File: src/rtl/stream_skid_buf.sv
// Two-entry skid buffer for a valid/ready stream: in_ready is decoded from state only,
// so no combinational path runs from out_ready to in_ready. Also counts output transfers
// and latches upstream protocol violations.
module stream_skid_buf #(
  parameter int WIDTH = 8,
  parameter int CNT_W = 16
) (
  input  logic             clk,
  input  logic             rst,
  input  logic             in_valid,
  output logic             in_ready,
  input  logic [WIDTH-1:0] in_data,
  output logic             out_valid,
  input  logic             out_ready,
  output logic [WIDTH-1:0] out_data,
  output logic [1:0]       occupancy,
  output logic [CNT_W-1:0] xfer_count,
  output logic             proto_err
);

  // State encodings equal the occupancy they represent.
  typedef enum logic [1:0] {
    ST_EMPTY = 2'd0,
    ST_ONE   = 2'd1,
    ST_FULL  = 2'd2
  } state_t;

  state_t             state_r;
  state_t             state_nxt_s;
  logic [WIDTH-1:0]   main_r;
  logic [WIDTH-1:0]   skid_r;
  logic               out_valid_r;
  logic [1:0]         occupancy_r;
  logic [CNT_W-1:0]   xfer_count_r;
  logic               proto_err_r;
  logic               stall_r;
  logic [WIDTH-1:0]   stall_data_r;
  logic               in_ready_s;
  logic               in_hs_s;
  logic               out_hs_s;
  logic               load_main_in_s;
  logic               load_main_skid_s;
  logic               load_skid_s;
  logic               proto_viol_s;

  assign in_hs_s  = in_valid && in_ready_s;
  assign out_hs_s = out_valid_r && out_ready;

  // State register with the registered status outputs that track it
  always_ff @(posedge clk) begin
    if (rst) begin
      state_r      <= ST_EMPTY;
      out_valid_r  <= 1'b0;
      occupancy_r  <= 2'd0;
      xfer_count_r <= {CNT_W{1'b0}};
    end else begin
      state_r     <= state_nxt_s;
      out_valid_r <= (state_nxt_s != ST_EMPTY);
      occupancy_r <= state_nxt_s;
      if (out_hs_s) begin
        xfer_count_r <= xfer_count_r + {{(CNT_W-1){1'b0}}, 1'b1};
      end else begin
        xfer_count_r <= xfer_count_r;
      end
    end
  end

  // Next-state and register load-enable decode
  always_comb begin
    state_nxt_s      = state_r;
    load_main_in_s   = 1'b0;
    load_main_skid_s = 1'b0;
    load_skid_s      = 1'b0;
    case (state_r)
      ST_EMPTY: begin
        if (in_hs_s) begin
          load_main_in_s = 1'b1;
          state_nxt_s    = ST_ONE;
        end else begin
          state_nxt_s = ST_EMPTY;
        end
      end
      ST_ONE: begin
        if (in_hs_s && out_hs_s) begin
          load_main_in_s = 1'b1;
          state_nxt_s    = ST_ONE;
        end else if (in_hs_s) begin
          load_skid_s = 1'b1;
          state_nxt_s = ST_FULL;
        end else if (out_hs_s) begin
          state_nxt_s = ST_EMPTY;
        end else begin
          state_nxt_s = ST_ONE;
        end
      end
      ST_FULL: begin
        if (out_hs_s) begin
          load_main_skid_s = 1'b1;
          state_nxt_s      = ST_ONE;
        end else begin
          state_nxt_s = ST_FULL;
        end
      end
      default: begin
        state_nxt_s = ST_EMPTY;
      end
    endcase
  end

  // Output decode: reset forces in_ready low so nothing is accepted in a reset cycle
  always_comb begin
    in_ready_s = 1'b0;
    if (rst) begin
      in_ready_s = 1'b0;
    end else begin
      case (state_r)
        ST_FULL: in_ready_s = 1'b0;
        default: in_ready_s = 1'b1;
      endcase
    end
  end

  // Main and skid payload registers
  always_ff @(posedge clk) begin
    if (rst) begin
      main_r <= {WIDTH{1'b0}};
      skid_r <= {WIDTH{1'b0}};
    end else begin
      if (load_main_in_s) begin
        main_r <= in_data;
      end else if (load_main_skid_s) begin
        main_r <= skid_r;
      end else begin
        main_r <= main_r;
      end
      if (load_skid_s) begin
        skid_r <= in_data;
      end else begin
        skid_r <= skid_r;
      end
    end
  end

  // A stalled word must be held stable with valid asserted until accepted.
  always_comb begin
    proto_viol_s = 1'b0;
    if (stall_r) begin
      proto_viol_s = !in_valid || (in_data != stall_data_r);
    end else begin
      proto_viol_s = 1'b0;
    end
  end

  // Stall history and sticky violation flag
  always_ff @(posedge clk) begin
    if (rst) begin
      stall_r      <= 1'b0;
      stall_data_r <= {WIDTH{1'b0}};
      proto_err_r  <= 1'b0;
    end else begin
      stall_r      <= in_valid && !in_ready_s;
      stall_data_r <= in_data;
      proto_err_r  <= proto_err_r || proto_viol_s;
    end
  end

  assign in_ready   = in_ready_s;
  assign out_valid  = out_valid_r;
  assign out_data   = main_r;
  assign occupancy  = occupancy_r;
  assign xfer_count = xfer_count_r;
  assign proto_err  = proto_err_r;

endmodule

File: config.mk
export PLATFORM = sky130hd
export DESIGN_NAME = stream_skid_buf
export DESIGN_NICKNAME = d
export VERILOG_FILES = /design/src/rtl/stream_skid_buf.sv
export SDC_FILE = /design/constraint.sdc
export NUM_CORES = 1
export LEC_CHECK = 0
export CORE_ASPECT_RATIO = 0.7
export CORE_MARGIN = 5
export CORE_UTILIZATION = 54
export CTS_CLUSTER_DIAMETER = 60
export CTS_CLUSTER_SIZE = 12
export DETAILED_ROUTE_END_ITERATION = 6
export PLACE_DENSITY = 0.88
export SYNTH_ARGS = -nofsm -noshare
export SYNTH_HDL_FRONTEND = slang
export SYNTH_SLANG_ARGS = --single-unit
File: constraint.sdc
create_clock -name clk -period 3.2 [get_ports clk]
set_input_delay 0.64 -clock clk [delete_from_list [all_inputs] [get_ports clk]]
set_output_delay 0.64 -clock clk [all_outputs]
set_load 0.05 [all_outputs]
Word level (Yosys, flattened, before mapping)
Index checks and enable logic that the tools add are counted.
{ "op_classes": {"n_addsub": 1, "eq_ne": 3, "n_mux": 18, "reduce_logical": 11} }
{ "ops": {"columns": ["cell", "count"], "rows": [
  ["$add A16 B1 Y16 const B", 1],
  ["$mux W8", 2],
  ["$mux W1", 11],
  ["$ne A8 B8 Y1", 1],
  ["$mux W2", 3],
  ["$pmux W2 S3", 1],
  ["$logic_and A1 B1 Y1", 4],
  ["$reduce_bool A2 Y1", 2],
  ["$eq A2 B1 Y1 const B", 1],
  ["$eq A2 B2 Y1 const B", 1],
  ["$logic_not A1 Y1", 2],
  ["$logic_not A2 Y1", 1],
  ["$logic_or A1 B1 Y1", 2],
  ["$pmux W1 S2", 1]
]} }
{ "totals": {"register_bits": 45, "input_bits": 12, "out_inout_bits": 29, "elab_cells": 41} }

Depth between registers and ports, before layout
Gate-level depths: netlist of run 1.
{ "depth": {"word_depth": 8, "ltp_mapped": 9, "depth_no_buf": 7} }

Worst setup path after synthesis of run 1
Ideal clock, no wire load.
{ "synth_path": {"path_type": "input port to output port", "startpoint": "in rst", "endpoint": "out in_ready", "t_arrival_ns": 1.703, "required_ns": 2.560, "path_slack_ns": 0.857, "stages": 3, "path_buffers": 2, "cell_sequence": "clkbuf_1 > buf_1 > nor2_1"} }
{ "synth_between": {"elab_chain_cells": 1} }
{ "synth_rtl": {"columns": ["item", "line_no", "rtl"], "rows": [
  ["start, declared", "9", "input logic rst,"],
  ["$mux W1", "113", "if (rst) begin"],
  ["end, declared", "11", "output logic in_ready,"]
]} }
No other way between the ends.

Worst setup path in the final report of run 1
{ "layout_path": {"startpoint": "in out_ready", "endpoint": "reg main_r[5] (netlist: out_data[5])"} }
{ "layout_between": {"elab_chain_cells": 5, "elab_cells_between_ends": 8, "cone_classes": "mux (5); reduce/logical (3)"} }
{ "layout_rtl": {"columns": ["item", "line_no", "rtl"], "rows": [
  ["start, declared", "14", "input logic out_ready,"],
  ["$logic_and A1 B1 Y1 *", "47", "assign out_hs_s = out_valid_r && out_ready;"],
  ["named net out_hs_s", "40", "logic out_hs_s;"],
  ["$logic_and A1 B1 Y1", "84", "if (in_hs_s && out_hs_s) begin"],
  ["$mux W1", "84", null],
  ["$pmux W1 S2", "74", "case (state_r)"],
  ["$mux W8 / $reduce_bool A2 Y1 (equally long branches)", null, null],
  ["end signal, assigned", "130", "main_r <= in_data;"],
  ["end signal, assigned", "132", "main_r <= skid_r;"],
  ["end signal, assigned", "134", "main_r <= main_r;"],
  ["end, declared", "30", "logic [WIDTH-1:0] main_r;"]
]} }
Mark *: on every way through the listed nets, which the timed path passes. The rest lies on a longest branch.
A chain may end at the register's enable or synchronous reset.

==> run metrics, run 1 <==
status=finished clean; Startpoint Class=input pin; number of synthesized register bits=45; total I/O pin count=41; root buf cell=clkbuf_8; type of the most critical hold path=flip-flop to flip-flop; vias per inst=about 5.2; worst vdd ir=around 0.36 mV; Vert. Die Dim=59.8 um; Worst Hold Depth=2; critical path class=input pin to flip-flop; DR pass1 iterations=4; post-synth net total=between 200 and 250; most frequent cell on the critical path=nand2_1; CP max FO=16; first-pass GRT wire length=6780 um; slowest CP cell=clkdlybuf4s50_1; layout cell share with drive strength beyond 1=a little under 8%; pre-CTS WS=slightly above 500 ps; Layout area overhead=30.7%; routability cong.=~0.82; post-synthesis simple-gate area fraction=around 23%; mux cell area share after synthesis=approximately 10%; initial drt markers=100; TritonCTS clock tree=yes; RSZ-0062 raised after global routing=false; Vias=about 1500; Max Buffers Root-to-Sink=2; critical path data arrival time=2640 ps; largest family of logic cells by synthesized area=simple AND/OR/NAND/NOR gates; Max-slew headroom=about two thirds; total grt overflow=0; Slew Viols, Final=0; final hold vios=0; most crowded layer after global routing=met2; Pwr per Cell Area=between 500 and 600 mW/mm^2; row count=18; setup ws final=approximately 760 ps; DIE AREA=a little under 0.005 mm^2; final net count=259; DIE WIDTH=81.1 um; ANT nets after route=0; Hold-fix buffers, CTS=0; DRC viols=0; CP max stage delay=about 450 ps; Avg Synthesized Cell Area=about 9.4 um^2; Max Cap Viol=0; Worst R2R Path Depth=7; ys async rst share=0%; vias in the first global route=between 1000 and 1500; Starting Density=55.1%; most common library cells after synthesis=45 x dfxtp_1, 31 x nor2_1, 17 x mux2i_1, 13 x xnor2_1, 12 x nand2_1; clock sink total=between 40 and 50; Final min period=~2400 ps; H-Tree Depth=2; gr usage total=between 10% and 20%; cell with the most instances after synthesis=dfxtp_1; crit path capture type=flip-flop; cell taking the most area after synthesis=dfxtp_1; wire per inst=13.6 um; Yosys cell types=34; CTS Buf Count=5; worst-margin pin slew=525 ps; period utilization=between 70% and 80%; DRT Wirelength=~4000 um; DPL Wire Length=2790 um; met1 Usage GRT=around a quarter; Finished Layout Cells=a little under 300; xor/xnor cell area share of the yosys netlist=8.25%; setup_tns=0 ps; Post-synth EDFFs=0; Leak=slightly below 1 nW; # diodes=0; crit-path cells=clkdlybuf4s50_1, nand2_1, clkinv_1, ha_1, nand2_1, a21o_1, nor2_1, a211oi_1; Gates resized, CTS repair=0; final setup fails=0; met2 Use GR=27.4%; CP Data Required Time=~3400 ps; initial antenna violation count=0; Post-Syn Area=approximately 0.0019 mm^2; IO Port Bufs=40; Post-Route Skew=approximately 8.7 ps; core area=roughly 0.0035 mm^2; Post-CTS Setup Bufs=0; post-synthesis cell count=around 200; clk_lat worst skew=approximately 300 ps; ys flop type=dfxtp_1; Max Fclk=a little over 400 MHz; register area share after synthesis=47.2%; Warnings, synthesis=0; placed cells=287; largest net degree at the start of global routing=39; R2R setup slack=roughly 1200 ps; top cells by area, synth=dfxtp_1 47%, mux2i_1 8.9%, nor2_1 6.1%; Synth top area share=a little under half; GR Util met3=between 4 and 5%; clock transition at the registers of the reported paths=around 80 ps; Adder-Cell Fraction of Synth Area=1.96%; compound-gate portion of the synthesized area=7.33%
worst max-delay path, delay by kind of cell:
family	cells	cell delay (ps)
compound gates	2	690
buf+inv	2	680
simple gates	3	350
fa+ha+maj	1	270
layout make-up:
| class | count | area, um^2 |
|---|---|---|
| fill | 262 | 971 |
| multi-input combinational | 147 | 967 |
| sequential | 45 | 901 |
| timing repair buffer | 41 | 418 |
| clock buffer | 5 | 68.8 |
| clock inverter | 3 | 65.1 |
| tap | 50 | 62.6 |
| inverter | 4 | 15.0 |
logic make-up (layout without fill, tap and decap cells):
| group | count (synthesis) | count (layout) |
|---|---|---|
| fa+ha+maj | 3 | 3 |
| flops | 45 | 45 |
| compound gates | 22 | 22 |
| xor+xnor | 18 | 18 |
| mux | 19 | 19 |
| simple gates | 85 | 85 |
| buf+inv | 11 | 53 |
worst paths after layout:
path | from | end
worst max-delay path | out_ready | out_data[5]$_SDFFE_PP0P_
worst max register to register | occupancy[1]$_SDFF_PP0_ | out_data[5]$_SDFFE_PP0P_
worst min-delay path | stall_r$_SDFF_PP0_ | proto_err$_SDFF_PP0_
worst min register to register | stall_r$_SDFF_PP0_ | proto_err$_SDFF_PP0_
through the flow:
step / area (um^2) / util, % / hold WS [ps] / total power [mW]
final: 2500 / 72.0 / 490 / 1.25
after global routing: 2500 / 72.0 / 532 / 1.30
after CTS: 2500 / 72.0 / 491 / 1.26
after detailed placement: 2360 / 68.1 / 480 / 0.767
after global placement: 2360 / 68.1 / 477 / 0.764
after floorplan: 1910 / - / 457 / 0.707
per-layer routing:
metal	vias up	wire length, um	share of wire [%]
met5	-	0	0
met4	0	70	1.7
met3	10	306	7.6
met2	58	1760	44
met1	690	1880	47
li1	783	-	-
where the power goes:
| part | leakage [nW] | internal (mW) | switching, mW |
|---|---|---|---|
| clock | 0.0681 | 0.310 | 0.190 |
| combinational | 0.550 | 0.0642 | 0.0961 |
| sequential | 0.367 | 0.580 | 0.0144 |
| total | 0.985 | 0.954 | 0.300 |
cells in the final DEF, fill, tap and decap left out, types with 2 or more instances in the layout:
| cell | count |
|---|---|
| inv_1 | 3 |
| dfxtp_1 | 45 |
| mux2i_1 | 17 |
| nor2b_1 | 11 |
| nand4_2 | 2 |
| a21oi_1 | 7 |
| or3_1 | 2 |
| ha_1 | 3 |
| o21ai_0 | 3 |
| clkdlybuf4s50_1 | 39 |
| clkbuf_8 | 5 |
| nand3_1 | 4 |
| mux2_2 | 2 |
| nand2_1 | 12 |
| bufinv_16 | 2 |
| nor3b_1 | 2 |
| nor3_1 | 6 |
| xor2_1 | 5 |
| or2_2 | 2 |
| nor4_1 | 5 |
| xnor2_1 | 13 |
| a211oi_1 | 9 |
| nand4_1 | 2 |
| nor2_1 | 31 |
registers in the layout, summed over array words and instances (netlist names):
signal and count:
stall_data_r 8, out_valid 1, occupancy 2, proto_err 1, skid_r 8, out_data 8, stall_r 1, xfer_count 16
Note: power is estimated with default switching activity, not from simulation.
==> run 2: changes to the inputs <==
--- a/config.mk
+++ b/config.mk
@@ -7,11 +7,11 @@
 export LEC_CHECK = 0
 export CORE_ASPECT_RATIO = 0.7
 export CORE_MARGIN = 5
-export CORE_UTILIZATION = 54
+export CORE_UTILIZATION = 45
 export CTS_CLUSTER_DIAMETER = 60
 export CTS_CLUSTER_SIZE = 12
 export DETAILED_ROUTE_END_ITERATION = 6
-export PLACE_DENSITY = 0.88
+export PLACE_DENSITY = 0.79
 export SYNTH_ARGS = -nofsm -noshare
 export SYNTH_HDL_FRONTEND = slang
 export SYNTH_SLANG_ARGS = --single-unit
==> constraint.sdc (replaced) <==
create_clock -name clk -period 2.1 [get_ports clk]
set_input_delay 0.42 -clock clk [delete_from_list [all_inputs] [get_ports clk]]
set_output_delay 0.42 -clock clk [all_outputs]
set_load 0.05 [all_outputs]
==> run 2 against run 1 <==
  * Worst setup slack lost 700 ps
  * Non-clock buffer count increased by 8
  * Via count grew 1.5%
  * Largest cell class unchanged
  * Combinational power increased by 59%
  * Die area increased by 17%
  * Final cell count rose by 3.4%
  * Sequential cell count did not move
  * Sequential share of layout area down 1.1 points
  * Clock power grew 52%
==> run metrics, run 2 (same netlist as run 1, synthesis figures left out) <==
CP Data Required Time=approximately 1700 ps; CP max stage delay=860 ps; crit path capture type=primary output; vias in the first global route=between 1500 and 2000; CP bufs+invs=1; final net count=between 200 and 300; initial antenna violation count=0; Pwr per Cell Area=between 700 and 800 mW/mm^2; Startpoint Class=flip-flop; worst-margin pin slew=506 ps; Layout area overhead=35.0%; status=finished clean; Max-slew headroom=66.2%; Leak=between 1 and 1.5 nW; final setup fails=0; stages on the worst setup path=1; initial drt markers=87; Vert. Die Dim=about 65 um; critical path class=flip-flop to primary output; WHS=476 ps; layout cell share with drive strength beyond 1=between 10% and 20%; Max Fclk=between 400 and 500 MHz; Post-CTS Setup Bufs=0; crit-path cells=clkdlybuf4s50_1; wire per inst=~13 um; most frequent cells in the layout=43 x dfxtp_1, 39 x clkdlybuf4s50_1, 31 x nor2_1; # diodes=0; Hold-fix buffers, CTS=0; Slew Viols, Final=0; critical path data arrival time=between 1500 and 2000 ps; Worst R2R Path Depth=7; max reg flops=16; H-Tree Depth=2; setup ws final=between 50 and 60 ps; Post-Route Skew=5.83 ps; worst vdd ir=roughly 0.55 mV; IO Port Bufs=40; DR pass1 iterations=4; commonest non-fill, non-tap cell in the layout=dfxtp_1; first-pass GRT wire length=between 7000 and 8000 um; Max Buffers Root-to-Sink=2; Vias=roughly 1600; clk_lat worst skew=approximately 290 ps; total grt overflow=0; RSZ-0062 raised after global routing=false; vias per inst=5.13; TritonCTS clock tree=yes; total I/O pin count=slightly above 40; Max Cap Viol=0; DIE WIDTH=slightly below 90 um; root buf cell=clkbuf_8; period utilization=between 90% and 100%; core area=0.00402 mm^2; pre-CTS WS=-103 ps; final hold vios=0; CP max FO=6; type of the most critical hold path=flip-flop to flip-flop; Top delay family on crit path=buffers and inverters; routability cong.=0.775; DRT Wirelength=a little over 4000 um; ANT nets after route=0; DPL Wire Length=~2900 um; clock transition at the registers of the reported paths=80 ps; gr usage total=between 10% and 20%; slowest CP cell=clkdlybuf4s50_1; Starting Density=47.6%; DIE AREA=around 0.0057 mm^2; largest net degree at the start of global routing=46; Worst Hold Depth=2; CTS Buf Count=5; DRC viols=0; Gates resized, CTS repair=0; Final min period=around 2000 ps; row count=19; clock sink total=45
run 2: changes by cell type in the layout (fill, tap and decap cells not counted), sizes merged:
cell  delta
buf      +8
run 2: stage by stage:
step | power [mW] | TNS [ps] | area (um^2) | cells | utilization [%]
after floorplan | 1.08 | 0 | 1910 | 203 | -
after global placement | 1.18 | -327 | 2440 | 297 | 60.8
after detailed placement | 1.18 | -778 | 2440 | 297 | 60.8
after CTS | 1.94 | 0 | 2570 | 305 | 64.1
after global routing | 2.00 | 0 | 2580 | 305 | 64.2
final | 1.92 | 0 | 2580 | 305 | 64.2
run 2: layout make-up:
cell class              instances  area, um^2
clock inverters                 3        65.1
fillers                       320        1440
inverters                       4        15.0
multi-input cells             147         972
repair buffers                 49         490
well taps                      52        65.1
clock buffers                   5        68.8
flip-flops and latches         45         903
run 2: per-layer routing:
layer / share of wire, % / vias up / track usage [%]
li1: - / 794 / -
met1: 52 / 734 / 20.6
met2: 42 / 29 / 23.9
met3: 4.7 / 7 / 4.18
met4: 1.2 / 0 / 5.36
met5: 0 / - / 0
run 2: where the power goes:
group / leakage [nW] / total, mW / switching (mW) / internal [mW]
clock: 0.0681 / 0.759 / 0.287 / 0.472
sequential: 0.368 / 0.906 / 0.0215 / 0.884
combinational: 0.597 / 0.254 / 0.146 / 0.108
total: 1.03 / 1.92 / 0.455 / 1.46
run 2: final timing paths:
kind | start | end | slack, ps
max reg2reg | occupancy[1]$_SDFF_PP0_ | out_data[4]$_SDFFE_PP0P_ | 360
min reg2reg | stall_r$_SDFF_PP0_ | proto_err$_SDFF_PP0_ | 480
min | stall_r$_SDFF_PP0_ | proto_err$_SDFF_PP0_ | 480
max | xfer_count[2]$_SDFFE_PP0P_ | xfer_count[2] | 60
run 2: worst min-delay path: cells and delay by family, from the launching register on:
| kind | cells | cell delay (ps) |
|---|---|---|
| and+or+nand+nor | 1 | 90 |
| DFF | 1 | 300 |
| AOI/OAI and AO/OA | 1 | 50 |
